<file path="src/rtl/candle_pkg.sv">
// Shared constants and types for the candle bank controller and its per-candle slots.
package candle_pkg;

  localparam int DEFAULT_NUM_CANDLES = 8;
  localparam int DEFAULT_BURN_W      = 8;

  // When set and clear target the same candle in one cycle, the clear is applied
  // and the candle ends unlit.
  localparam bit CMD_CLEAR_PRIORITY = 1'b1;

  // Status of one slot at the default timer width.
  typedef struct packed {
    logic                      lit;
    logic [DEFAULT_BURN_W-1:0] timer;
  } slot_status_t;

endpackage

</file>
<file path="src/rtl/candle_bank_controller_if.sv">
// Command and status bundle between the command decoder and the candle bank.
interface candle_bank_controller_if
  import candle_pkg::*;
#(
  parameter int NUM_CANDLES = DEFAULT_NUM_CANDLES,
  parameter int BURN_W      = DEFAULT_BURN_W
);

  localparam int IDX_W = $clog2(NUM_CANDLES);
  localparam int CNT_W = $clog2(NUM_CANDLES + 1);

  logic                   set_enable;
  logic [IDX_W-1:0]       pos_to_set;
  logic                   clear_enable;
  logic [IDX_W-1:0]       pos_to_clear;
  logic [BURN_W-1:0]      burn_time;
  logic                   tick_en;
  logic [NUM_CANDLES-1:0] candle_state;
  logic [NUM_CANDLES-1:0] burnout;
  logic [CNT_W-1:0]       lit_count;
  logic                   all_out;

  modport master (
    output set_enable, pos_to_set, clear_enable, pos_to_clear, burn_time, tick_en,
    input  candle_state, burnout, lit_count, all_out
  );

  modport slave (
    input  set_enable, pos_to_set, clear_enable, pos_to_clear, burn_time, tick_en,
    output candle_state, burnout, lit_count, all_out
  );

endinterface

</file>
<file path="src/rtl/candle_slot.sv">
// One candle: lit flag, optional burn timer and burnout pulse.
// Burn timers are built only when CANDLE_BURNOUT_EN is defined.
module candle_slot
  import candle_pkg::*;
#(
  parameter int BURN_W = DEFAULT_BURN_W
) (
  input  logic              clk,
  input  logic              clr_sync,
  input  logic              set_cmd,
  input  logic              clr_cmd,
  input  logic [BURN_W-1:0] burn_time,
  input  logic              tick_en,
  output logic              lit,
  output logic              burnout
);

  logic clear_wins;
  logic lit_d;

  assign clear_wins = clr_cmd && (CMD_CLEAR_PRIORITY || !set_cmd);

`ifdef CANDLE_BURNOUT_EN
  localparam logic [BURN_W-1:0] TIMER_ONE = BURN_W'(1);

  logic [BURN_W-1:0] timer_q;
  logic [BURN_W-1:0] timer_d;
  logic              burnout_d;

  always_comb begin
    // NOTE: every output gets a default first so no path can infer a latch.
    lit_d     = lit;
    timer_d   = timer_q;
    burnout_d = 1'b0;
    if (clear_wins) begin
      lit_d   = 1'b0;
      timer_d = '0;
    end else if (set_cmd) begin
      lit_d   = 1'b1;
      timer_d = burn_time;
    end else if (lit && tick_en && (timer_q != '0)) begin
      // A zero timer means burn forever, so only non-zero timers count down.
      timer_d = timer_q - TIMER_ONE;
      if (timer_q == TIMER_ONE) begin
        lit_d     = 1'b0;
        burnout_d = 1'b1;
      end
    end
  end

  always_ff @(posedge clk) begin
    // NOTE: state registers use <= so every slot updates from pre-edge values.
    if (clr_sync) begin
      lit     <= 1'b0;
      timer_q <= '0;
      burnout <= 1'b0;
    end else begin
      lit     <= lit_d;
      timer_q <= timer_d;
      burnout <= burnout_d;
    end
  end
`else
  logic unused_timer_inputs;
  assign unused_timer_inputs = ^{burn_time, tick_en};
  assign burnout             = 1'b0;

  always_comb begin
    lit_d = lit;
    if (clear_wins) begin
      lit_d = 1'b0;
    end else if (set_cmd) begin
      lit_d = 1'b1;
    end
  end

  always_ff @(posedge clk) begin
    if (clr_sync) begin
      lit <= 1'b0;
    end else begin
      lit <= lit_d;
    end
  end
`endif

endmodule

</file>
<file path="src/rtl/candle_bank_controller.sv">
// Bank of NUM_CANDLES candles: index decode, range gating, lit count and all_out.
// Optional burn timers are enabled by defining CANDLE_BURNOUT_EN.
module candle_bank_controller
  import candle_pkg::*;
#(
  parameter int NUM_CANDLES = DEFAULT_NUM_CANDLES,
  parameter int BURN_W      = DEFAULT_BURN_W
) (
  input  logic                     sys_clk,
  input  logic                     clr_sync,
  candle_bank_controller_if.slave  bus
);

  localparam int                IDX_W = $clog2(NUM_CANDLES);
  localparam int                CNT_W = $clog2(NUM_CANDLES + 1);
  localparam logic [IDX_W:0]    LIMIT = (IDX_W + 1)'(NUM_CANDLES);

  logic                   set_ok;
  logic                   clr_ok;
  logic [NUM_CANDLES-1:0] lit_vec;
  logic [NUM_CANDLES-1:0] burnout_vec;
  logic [CNT_W-1:0]       count;

  // Out-of-range indices only matter when NUM_CANDLES is not a power of two.
  assign set_ok = bus.set_enable   && ({1'b0, bus.pos_to_set}   < LIMIT);
  assign clr_ok = bus.clear_enable && ({1'b0, bus.pos_to_clear} < LIMIT);

  for (genvar g = 0; g < NUM_CANDLES; g++) begin : g_slot
    candle_slot #(
      .BURN_W (BURN_W)
    ) u_slot (
      .clk       (sys_clk),
      .clr_sync  (clr_sync),
      .set_cmd   (set_ok && (bus.pos_to_set   == IDX_W'(g))),
      .clr_cmd   (clr_ok && (bus.pos_to_clear == IDX_W'(g))),
      .burn_time (bus.burn_time),
      .tick_en   (bus.tick_en),
      .lit       (lit_vec[g]),
      .burnout   (burnout_vec[g])
    );
  end

  always_comb begin
    count = '0;
    for (int i = 0; i < NUM_CANDLES; i++) begin
      count = count + CNT_W'(lit_vec[i]);
    end
  end

  assign bus.candle_state = lit_vec;
  assign bus.burnout      = burnout_vec;
  assign bus.lit_count    = count;
  assign bus.all_out      = (lit_vec == '0);

endmodule

</file>
<file path="src/flat_wrapper.sv">
// flat-port wrapper written by rule: the top's interface ports become plain ports
module candle_bank_controller_flat import candle_pkg::*;
#(
  parameter int NUM_CANDLES = DEFAULT_NUM_CANDLES,
  parameter int BURN_W      = DEFAULT_BURN_W
)
  (sys_clk, clr_sync, bus_set_enable, bus_pos_to_set, bus_clear_enable, bus_pos_to_clear, bus_burn_time, bus_tick_en, bus_candle_state, bus_burnout, bus_lit_count, bus_all_out);
  candle_bank_controller_if #(.NUM_CANDLES(NUM_CANDLES), .BURN_W(BURN_W)) bus_i ();
  input  logic sys_clk;
  input  logic clr_sync;
  input wire logic [$bits(bus_i.set_enable)-1:0] bus_set_enable;
  input wire logic [$bits(bus_i.pos_to_set)-1:0] bus_pos_to_set;
  input wire logic [$bits(bus_i.clear_enable)-1:0] bus_clear_enable;
  input wire logic [$bits(bus_i.pos_to_clear)-1:0] bus_pos_to_clear;
  input wire logic [$bits(bus_i.burn_time)-1:0] bus_burn_time;
  input wire logic [$bits(bus_i.tick_en)-1:0] bus_tick_en;
  output wire logic [$bits(bus_i.candle_state)-1:0] bus_candle_state;
  output wire logic [$bits(bus_i.burnout)-1:0] bus_burnout;
  output wire logic [$bits(bus_i.lit_count)-1:0] bus_lit_count;
  output wire logic [$bits(bus_i.all_out)-1:0] bus_all_out;
  assign bus_i.set_enable = bus_set_enable;
  assign bus_i.pos_to_set = bus_pos_to_set;
  assign bus_i.clear_enable = bus_clear_enable;
  assign bus_i.pos_to_clear = bus_pos_to_clear;
  assign bus_i.burn_time = bus_burn_time;
  assign bus_i.tick_en = bus_tick_en;
  assign bus_candle_state = bus_i.candle_state;
  assign bus_burnout = bus_i.burnout;
  assign bus_lit_count = bus_i.lit_count;
  assign bus_all_out = bus_i.all_out;
  candle_bank_controller #(.NUM_CANDLES(NUM_CANDLES), .BURN_W(BURN_W)) u_core (.sys_clk(sys_clk), .clr_sync(clr_sync), .bus(bus_i));
endmodule
</file>
<file path="config.mk">
export PLATFORM = sky130hd
export DESIGN_NAME = candle_bank_controller_flat
export DESIGN_NICKNAME = d
export VERILOG_FILES = /design/src/rtl/candle_pkg.sv /design/src/rtl/candle_bank_controller_if.sv /design/src/rtl/candle_slot.sv /design/src/rtl/candle_bank_controller.sv /design/src/flat_wrapper.sv
export SDC_FILE = /design/constraint.sdc
export NUM_CORES = 1
export LEC_CHECK = 0
export ABC_AREA = 1
export CORE_UTILIZATION = 38
export DETAILED_ROUTE_END_ITERATION = 6
export PLACE_DENSITY = 0.78
export SYNTH_ARGS = -nofsm -noshare
export SYNTH_HDL_FRONTEND = slang
export SYNTH_SLANG_ARGS = --single-unit
</file>
<file path="constraint.sdc">
create_clock -name sys_clk -period 3.66 [get_ports sys_clk]
set_input_delay 0.732 -clock sys_clk [delete_from_list [all_inputs] [get_ports sys_clk]]
set_output_delay 0.732 -clock sys_clk [all_outputs]
set_load 0.005 [all_outputs]
</file>
# [After elaboration in Yosys (flattened, before gate mapping)]
# Cells that the tools add are included.
[totals] register_bits=8
[classes] add_sub_neg=7 reduce_logical=27 eq_ne=14
[ops] operator="$add 4x1->4" count=6
[ops] operator="$eq 3x3->1 const B" count=8
[ops] operator="$logic_and 1x1->1" count=16
[ops] operator="$reduce_or 2->1" count=8
[ops] operator="$eq 3x2->1 const B" count=4
[ops] operator="$logic_not 8->1" count=1
[ops] operator="$eq 3x1->1 const B" count=2
[ops] operator="$logic_not 3->1" count=2
[ops] operator="$add 1x1->2" count=1

# [Logic depth before layout (Yosys ltp)]
# Gate-level depths: netlist of run 1.
[depth] word_depth=7 mapped_depth=9

# [Hierarchy]
# Synthesis of run 1 repeated with hierarchy kept, for this count alone.
[unflattened] cells_unflattened=129 hier_area_um2=750.7
[by_module_without_submodules] mod="candle_slot" n_inst=8 seq_area_each_um2=20.0 area_per_inst_um2=50.0 cells_each=8
[by_module_without_submodules] mod="candle_bank_controller" n_inst=1 seq_area_each_um2=0.0 area_per_inst_um2=350.3 cells_each=65

# [Least setup slack after synthesis of run 1]
# OpenSTA, ideal clock, no wires.
[synth_path] kind="reg2out" startpoint="register u_core.g_slot[1].u_slot.lit" endpoint="output port bus_lit_count[2]" setup_slack_ps=371 path_stages_with_launch=9 arrival_time_ps=2557 cell_sequence="dfxtp_1 inv_1 ha_1 inv_1 fa_1 fa_1 fa_1 fa_1 xnor2_1"
[synth_via] elab_chain_cells=7
[synth_lines] item="from (decl)" line="candle_slot.sv:14" source="output logic lit,"
[synth_lines] item="from (signal assigned)" line="candle_slot.sv:81" source="lit <= lit_d;"
[synth_lines] item="$add 1x1->2" line="candle_bank_controller.sv:46" source="count = count + CNT_W'(lit_vec[i]);"
[synth_lines] item="$add 4x1->4 (6 in a row)" line="candle_bank_controller.sv:46"
[synth_lines] item="to (decl)" line="flat_wrapper.sv:19" source="output wire logic [$bits(bus_i.lit_count)-1:0] bus_lit_count;"
# Every way passes these cells.

# [Final worst setup path of run 1]
[layout_path] startpoint="register u_core.g_slot[1].u_slot.lit" endpoint="output port bus_lit_count[1]"
# The elaborated chain is that of the path after synthesis.

==> qor.txt, run 1 <==
Leakage: 0.459 nW
CP Data Arrival Time: 2.88 ns
Mean area per synthesized cell: 6.47 um^2
Total track usage: 16.1%
First-pass DRT Iterations: 3
Critical Path Fanout Max: 2
Worst-Skew Late Latency: 0.25 ns
Sink Count: 8
Final #Nets: 161
Clock buffer count from CTS: 3
Psw: 0.0620 mW
Placement Cell Area: 911 um^2
Vias in the first global route: 569
Initial DRC count: 2
DIE WIDTH: 45.9 um
Worst min path class: flip-flop to flip-flop
Final Instance Count excl. Fillers: 157
Share of layout cells above drive strength 1: 14.4%
Setup-failing EPs final: 0
Largest net degree at the start of global routing: 9
Vias per inst: 4.10
RSZ-0062 raised after global routing: true
CP Launch Type: flip-flop
Top reg by flops: u_core.g_slot.u_slot.lit
H-tree Lvls: 1
Synth area leader: dfxtp_1
Global-route wire length before repair: 2260 um
Sequential power share: 41.1%
Yosys cell types: 14
TritonCTS clock tree: yes
Seq cells post-synth: 8
Detailed Place HPWL: 1190 um
Diodes inserted: 0
Clk pwr share: 29.4%
Fin crit period: 3.61 ns
Pint: 0.163 mW
Top flop regs: u_core.g_slot.u_slot.lit x8
Residual DRC: 0
Max-Cap Viols: 0
Gr ovfl total: 0
Clock tree buffer depth: 2
Top-area cell type share of the netlist area: 21.9%
Clk slew on worst S/H paths: 0.05 ns
DRT Wirelength: 1340 um
Mapped cell area: 731 um^2
Via count: 643
Clock root buffer: clkbuf_4
Pre-CTS setup slack: -0.181 ns
CP Data Required Time: 2.93 ns
Final worst-path cycle share: 98.7%
Sequential area share after synthesis: 21.9%
Rows: 15
Initial antenna violation count: 0
Clock Skew: 0 ns
Power Dens Cells: 238 nW/um^2
Initial Util: 41.4%
Synthesis-to-layout area growth: 29.6%
Placed cells: 154
Port bufs: 22
Core area: 1760 um^2
Peak supply drop: 0.000145 V
Sum Neg Setup Slack: 0 ns
Synth Instances: 113
Die H: 45.9 um
DIE AREA: 2100 um^2
Crit end category: output port
Status: completed
Switch share: 27.5%
Final hold vios: 0
Final instance area: 947 um^2
Max Fclk: 277 MHz
Detail Route Antenna Nets: 0
Wirelength per Cell: 8.53 um
Max-slew violations: 0
Worst Setup Path Type: flip-flop to output port
Max reg flops: 8
Largest cells by area after synthesis: dfxtp_1, buf_4, nor2_1
RePlAce Congestion: 0.805
Worst setup margin: 0.0474 ns
IO Count: 40
Logic pwr share: 29.5%
Ys Warns: 0
[worst max-delay path, stage by stage (launching register included)]
cell and delay [ns]:
dfxtp_2 0.33, inv_2 0.04, ha_4 0.25, inv_2 0.03
fa_1 0.49, fa_1 0.44, fa_2 0.37, fa_2 0.54
inv_2 0.04, buf_6 0.10
[cells in the mapped netlist (all sizes together)]
library cell  instances
o21ai                 6
ha                    4
dfxtp                 8
xnor2                 1
nand3                 1
nand4                 1
nand2                20
buf                  16
inv                  22
conb                  1
fa                    4
nor2                 29
[worst paths after layout]
path / start / to / slack [ns] / cells past startpoint
setup / recovery: u_core.g_slot[1].u_slot.lit / bus_lit_count[1] / 0.05 / 9
hold / removal: u_core.g_slot[3].u_slot.lit / u_core.g_slot[3].u_slot.lit / 0.50 / 2
setup reg to reg: u_core.g_slot[1].u_slot.lit / u_core.g_slot[1].u_slot.lit / 2.97 / 3
hold reg to reg: u_core.g_slot[3].u_slot.lit / u_core.g_slot[3].u_slot.lit / 0.50 / 2
[per-stage QoR]
stage,utilization [%],hold slack [ns],power (mW)
after detailed placement,51.6,0.495,0.161
after floorplan,-,0.463,0.134
after global placement,51.6,0.491,0.158
after global routing,53.7,0.529,0.243
final,53.7,0.496,0.225
after CTS,53.7,0.504,0.230
[area by class of cell]
class                           count  area, um^2
Fill cell                         209         817
Multi-Input combinational cell     74         412
Timing Repair Buffer               25         236
Sequential cell                     8         163
Inverter                           22        82.6
Tap cell                           25        31.3
Clock buffer                        3        22.5
[cell families after synthesis]
kind of cell / count (synthesis) / synth area share, %
compound gates: 6 / 4.11
xor+xnor: 1 / 1.20
fa+ha+maj: 8 / 17.8
buf+inv: 38 / 27.7
flops: 8 / 21.9
other cells: 1 / 0.513
simple gates: 51 / 26.7
[power groups by stage]
stage	clock [mW]	combinational (mW)	sequential (mW)
after floorplan	0	0.0405	0.0938
after global placement	0	0.0639	0.0940
after detailed placement	0	0.0668	0.0941
after CTS	0.0694	0.0681	0.0926
after global routing	0.0733	0.0771	0.0928
final	0.0662	0.0664	0.0926
[layout by cell type (no fill, tap or decap)]
cell type,n
dfxtp_1,6
nor2_1,29
nand2_1,20
buf_2,1
buf_4,3
fa_2,2
xnor2_1,1
ha_4,1
inv_2,6
o21ai_1,5
clkbuf_4,3
dfxtp_2,2
inv_1,16
o21ai_0,1
nand4_1,1
buf_6,1
conb_1,8
dlygate4sd2_1,2
clkdlybuf4s50_1,18
ha_1,3
nand3_1,1
fa_1,2
[layer usage]
metal	global-route usage [%]	wire [um]	part of all wire (%)	vias up
li1	-	-	-	344
met4	12.4	45	3.4	0
met1	16.7	565	42	272
met5	0	0	0	-
met3	3.57	75	5.6	4
met2	27.6	652	49	23
[timing repair]
action                     in CTS  in global routing
pin swaps                       6                  5
setup buffers                   0                  0
setup endpoints to repair       3                  2
resized for setup              20                  0
hold buffers                    0                  0
(Power assumes the default switching activity.)
==> inputs of run 2 (changes only) <==
--- a/config.mk
+++ b/config.mk
@@ -6,6 +6,8 @@
 export NUM_CORES = 1
 export LEC_CHECK = 0
 export ABC_AREA = 1
+export CAP_MARGIN = 30
+export CORE_MARGIN = 3
 export CORE_UTILIZATION = 38
 export DETAILED_ROUTE_END_ITERATION = 6
 export PLACE_DENSITY = 0.78
==> qor.txt, run 2 (synthesis gave the netlist of run 1 again) <==
Max-slew violations: 0 (unchanged)
Hold Crit Endpoint: u_core.g_slot[5].u_slot.lit
Gr ovfl total: 0 (unchanged)
Top delay family on crit path: adder cells
Top reg by flops: u_core.g_slot.u_slot.lit
Max reg flops: 8 (unchanged)
Commonest non-fill, non-tap cells in the layout: nor2_1, nand2_1, clkdlybuf4s50_1
First-pass DRT Iterations: 4 (+1)
Worst-Skew Late Latency: 0.25 ns (about the same)
Core area: 1760 um^2 (unchanged)
Clock root buffer: clkbuf_4
Final #Nets: 161 (unchanged)
Via count: 655 (+1.9%)
DRT Wirelength: 1400 um (+4.2%)
Setup-failing EPs final: 0 (unchanged)
DIE AREA: 2490 um^2 (+18%)
Worst Min Path Start: u_core.g_slot[5].u_slot.lit
Most frequent CP cell: inv_2
Status: completed
Final Util: 53.7% (unchanged)
Clock tree buffer depth: 2 (unchanged)
Final hold vios: 0 (unchanged)
Share of layout cells above drive strength 1: 14.4% (unchanged)
Detailed Place HPWL: 1240 um (+3.6%)
Worst stage delay on the critical path: 0.54 ns (about the same)
CP max-delay cell: fa_2
Max Fclk: 277 MHz (about the same)
Largest net degree at the start of global routing: 9 (unchanged)
Leakage: 0.459 nW (unchanged)
Vias in the first global route: 589 (+3.5%)
DIE WIDTH: 49.9 um (+8.7%)
Multi-input logic area: 412 um^2 (unchanged)
TritonCTS clock tree: yes
Port bufs: 22 (unchanged)
Rows: 15 (unchanged)
Postcts setup bufs: 0 (unchanged)
Peak supply drop: 0.000126 V (-14%)
Most common cell after layout, fill and taps aside: nor2_1
RSZ-0062 raised after global routing: true
Hold_ws: 0.511 ns (+0.0147 ns)
CP Launch Type: flip-flop
Crit end category: output port
CP Data Arrival Time: 2.88 ns (about the same)
Crit path buf inv count: 4 (unchanged)
Worst Hold Depth: 2 (unchanged)
Synthesis-to-layout area growth: 29.6% (unchanged)
H-tree Lvls: 1 (unchanged)
Wirelength per Cell: 8.89 um (+4.2%)
FILL cells: 189 (-9.6%)
Clk slew on worst S/H paths: 0.05 ns (about the same)
CP Data Required Time: 2.93 ns (about the same)
Total track usage: 12.5% (-3.6 points)
Worst Setup Path Type: flip-flop to output port
Residual DRC: 0 (unchanged)
Depth of the most critical reg-to-reg path: 3 (unchanged)
Max-Cap Viols: 0 (unchanged)
Worst r2r src: u_core.g_slot[0].u_slot.lit
Top flop regs: u_core.g_slot.u_slot.lit x8
Initial Util: 41.4% (unchanged)
Fin crit period: 3.61 ns (-0.000588 ns)
Reg2Reg Capture Point: u_core.g_slot[0].u_slot.lit
Diodes inserted: 0 (unchanged)
Critical Path Fanout Max: 2 (unchanged)
Vias per inst: 4.17 (+1.9%)
RePlAce Congestion: 0.808 (+0.45%)
Initial antenna violation count: 0 (unchanged)
Final worst-path cycle share: 98.7% (about the same)
Detail Route Antenna Nets: 0 (unchanged)
Die H: 49.9 um (+8.7%)
Reg2reg setup slack: 2.95 ns (-0.02 ns)
FF/Latch Area: 163 um^2 (unchanged)
Initial DRC count: 10 (+8)
Global-route wire length before repair: 2330 um (+2.7%)
CP cell instances: inv_2, ha_4, inv_2, fa_1, fa_1, fa_2, fa_2, inv_2, buf_6
Power, Total: 0.225 mW (about the same)
Worst min path class: flip-flop to flip-flop
IO Count: 40 (unchanged)
Clock Skew: 0 ns (unchanged)
Sink Count: 8 (unchanged)
Power Dens Cells: 238 nW/um^2 (about the same)
Clock buffer count from CTS: 3 (unchanged)
[run 2: cell counts in the layout (fill, tap and decap cells not counted)]
No cell type changed its count.
[run 2: cell type report]
type | instances | share of cell area [%]
multi-input combinational | 74 | 43.5
inverter | 22 | 8.72
clock buffer | 3 | 2.38
sequential | 8 | 17.2
tap | 25 | 3.30
timing repair buffer | 25 | 25.0
[run 2: timing repair]
| action | 4_1_cts | 5_1_grt |
|---|---|---|
| hold buffers | 0 | 0 |
| endpoints found under the hold margin | 0 | 0 |
| setup endpoints to repair | 3 | 2 |
| resized for setup | 18 | 2 |
| pin swaps | 6 | 4 |
[run 2: how the worst max path moves through the flow]
stage                                      startpoint  cells after the start                to
after floorplan           u_core.g_slot[1].u_slot.lit                      8  bus_lit_count[2]
after global placement    u_core.g_slot[0].u_slot.lit                      9  bus_lit_count[2]
after detailed placement  u_core.g_slot[1].u_slot.lit                      9  bus_lit_count[2]
after CTS                 u_core.g_slot[1].u_slot.lit                      9  bus_lit_count[1]
after global routing      u_core.g_slot[0].u_slot.lit                      9  bus_lit_count[1]
final                     u_core.g_slot[0].u_slot.lit                      9  bus_lit_count[1]
[run 2: power breakdown]
part | total (mW) | internal [mW] | switching (mW)
clock network | 0.0658 | 0.0374 | 0.0284
logic | 0.0669 | 0.0353 | 0.0316
registers | 0.0926 | 0.0904 | 0.00218
[run 2: worst register-to-register path, stage by stage, from the launching register on]
cell     delay [ns]
dfxtp_2        0.32
buf_4          0.13
nor2_1         0.10
nor2_1         0.05
[run 2: layer usage]
layer / part of all wire (%) / track usage (%) / routed length (um)
met1: 43 / 14.3 / 595
met2: 47 / 21.4 / 657
met3: 8.1 / 2.72 / 113
met4: 2.1 / 6.91 / 29
met5: 0 / 0 / 0
[run 2: per-stage QoR]
stage               instance area [um^2]  instances  TNS, ns  setup WS [ns]
floorplan                            757        120        0          0.371
global placement                     911        154   -0.138         -0.113
detailed placement                   911        154   -0.282         -0.187
CTS                                  941        157   -0.169         -0.107
global route                         947        157  -0.0524        -0.0524
finish                               947        157        0         0.0480
==> inputs of run 3 (changes only) <==
--- a/config.mk
+++ b/config.mk
@@ -8,9 +8,9 @@
 export ABC_AREA = 1
 export CAP_MARGIN = 30
 export CORE_MARGIN = 3
-export CORE_UTILIZATION = 38
+export CORE_UTILIZATION = 41
 export DETAILED_ROUTE_END_ITERATION = 6
-export PLACE_DENSITY = 0.78
+export PLACE_DENSITY = 0.83
 export SYNTH_ARGS = -nofsm -noshare
 export SYNTH_HDL_FRONTEND = slang
 export SYNTH_SLANG_ARGS = --single-unit
==> constraint.sdc (replaced) <==
create_clock -name sys_clk -period 4.6 [get_ports sys_clk]
set_input_delay 0.92 -clock sys_clk [delete_from_list [all_inputs] [get_ports sys_clk]]
set_output_delay 0.92 -clock sys_clk [all_outputs]
set_load 0.005 [all_outputs]
==> qor.txt, run 3 (synthesis gave the netlist of run 1 again) <==
Status: completed
Top flop regs: u_core.g_slot.u_slot.lit x8
CP Launch Type: flip-flop
CP Data Arrival Time: 3.43 ns (+0.55 ns)
Post-cts gate resize count: 0 (-18)
Vias in the first global route: 544 (-7.6%)
H-tree Lvls: 1 (unchanged)
Diodes inserted: 0 (unchanged)
Gr ovfl total: 0 (unchanged)
Postcts setup bufs: 0 (unchanged)
Critical Path Fanout Max: 4 (+2)
Final hold vios: 0 (unchanged)
Final Util: 57.1% (+3.4 points)
Max-slew violations: 0 (unchanged)
Synthesis-to-layout area growth: 24.5%
Worst r2r src: u_core.g_slot[0].u_slot.lit
Crit path buf inv count: 3 (-1)
CP Data Required Time: 3.68 ns (+0.75 ns)
Port bufs: 22 (unchanged)
Leakage: 0.428 nW (-6.8%)
Setup-failing EPs final: 0 (unchanged)
Detail Route Antenna Nets: 0 (unchanged)
Crit end category: output port
Sink Count: 8 (unchanged)
Top delay family on crit path: adder cells
Core area: 1590 um^2 (-9.6%)
Detailed Place HPWL: 1180 um (-4.2%)
Vias per inst: 4.24 (+1.7%)
Worst Min Path Start: u_core.g_slot[5].u_slot.lit
Sum Neg Setup Slack: 0 ns (unchanged)
Wirelength per Cell: 8.70 um (-2.1%)
Max reg flops: 8 (unchanged)
Peak supply drop: 0.000115 V (-8.8%)
Multi-input logic area: 394 um^2 (-4.3%)
Global-route wire length before repair: 2010 um (-13%)
Clock root buffer: clkbuf_4
Clk slew on worst S/H paths: 0.05 ns (about the same)
Power Dens Cells: 197 nW/um^2 (-17%)
Final worst-path cycle share: 94.6%
Hold Crit Endpoint: u_core.g_slot[5].u_slot.lit
Clock Skew: 0 ns (unchanged)
Initial DRC count: 6 (-4)
FILL cells: 149 (-21%)
Die H: 48.2 um (-3.3%)
Max-Cap Viols: 0 (unchanged)
Worst min path class: flip-flop to flip-flop
RePlAce Congestion: 0.802 (-0.79%)
Hold_ws: 0.508 ns (-0.00346 ns)
Commonest non-fill, non-tap cells in the layout: nor2_1, clkdlybuf4s50_1, inv_1, nand2_1
TritonCTS clock tree: yes
Initial antenna violation count: 0 (unchanged)
Residual DRC: 0 (unchanged)
Most frequent CP cell: fa_1
Depth of the most critical reg-to-reg path: 2 (-1)
Reg2Reg Capture Point: u_core.g_slot[0].u_slot.lit
Share of layout cells above drive strength 1: 3.88% (-11 points)
RSZ-0062 raised after global routing: false
Via count: 649 (-0.92%)
Initial Util: 45.8% (+4.4 points)
DRT Wirelength: 1330 um (-4.6%)
Most common cell after layout, fill and taps aside: nor2_1
CP cell instances: inv_1, ha_1, inv_1, fa_1, fa_1, fa_1, fa_1, xnor2_1, clkdlybuf4s50_1
Worst Setup Path Type: flip-flop to output port
Rows: 14 (-1)
CP max-delay cell: clkdlybuf4s50_1
Top reg by flops: u_core.g_slot.u_slot.lit
Final #Nets: 158 (-1.9%)
Total track usage: 12.2% (-0.27 points)
Largest net degree at the start of global routing: 9 (unchanged)
Reg2reg setup slack: 4.01 ns (+1.06 ns)
IO Count: 40 (unchanged)
Worst-Skew Late Latency: 0.25 ns (about the same)
Max Fclk: 230 MHz
Clock buffer count from CTS: 3 (unchanged)
Worst Hold Depth: 2 (unchanged)
Post-CTS Hold Fix Bufs: 0 (unchanged)
Clock tree buffer depth: 2 (unchanged)
Fin crit period: 4.35 ns
Worst stage delay on the critical path: 0.52 ns (-0.02 ns)
DIE AREA: 2320 um^2 (-6.5%)
First-pass DRT Iterations: 4 (unchanged)
FF/Latch Area: 160 um^2 (-1.5%)
DIE WIDTH: 48.2 um (-3.3%)
run 3: worst max-delay path by stage:
stage / startpoint / end / slack [ns] / cells past startpoint
4_1_cts: u_core.g_slot[1].u_slot.lit / bus_lit_count[2] / 0.22 / 9
3_3_place_gp: u_core.g_slot[1].u_slot.lit / bus_lit_count[2] / 0.56 / 9
6_report: u_core.g_slot[0].u_slot.lit / bus_lit_count[2] / 0.25 / 9
2_1_floorplan: u_core.g_slot[1].u_slot.lit / bus_lit_count[2] / 1.12 / 8
5_1_grt: u_core.g_slot[1].u_slot.lit / bus_lit_count[2] / 0.12 / 9
3_5_place_dp: u_core.g_slot[1].u_slot.lit / bus_lit_count[2] / 0.49 / 9
run 3: final cells by class:
cell class | count | share of cell area [%]
sequential | 8 | 17.6
timing repair buffer | 22 | 24.2
multi-input combinational | 74 | 43.3
inverter | 22 | 9.08
tap | 24 | 3.30
clock buffer | 3 | 2.48
run 3: per-stage QoR:
| stage | instance area (um^2) | total power, mW | cells | setup WS [ns] |
|---|---|---|---|---|
| 6_report | 910 | 0.179 | 153 | 0.249 |
| 5_1_grt | 910 | 0.191 | 153 | 0.122 |
| 4_1_cts | 910 | 0.180 | 153 | 0.218 |
| 3_5_place_dp | 887 | 0.127 | 150 | 0.493 |
| 3_3_place_gp | 887 | 0.125 | 150 | 0.560 |
| 2_1_floorplan | 757 | 0.107 | 120 | 1.12 |
run 3: metal layers:
metal	share of wire (%)	track usage [%]	vias up
li1	-	-	339
met1	42	13.5	275
met2	48	21.9	32
met3	8.9	3.32	3
met4	1.4	4.84	0
met5	0	0	-
run 3: worst reg2reg max path, delay by kind of cell (launching register included):
family        cells  cell delay [ns]
flops             1             0.34
simple gates      2             0.15
run 3: power by group:
part / internal (mW) / switching, mW
sequential: 0.0717 / 0.00205
combinational: 0.0276 / 0.0237
clock: 0.0299 / 0.0239
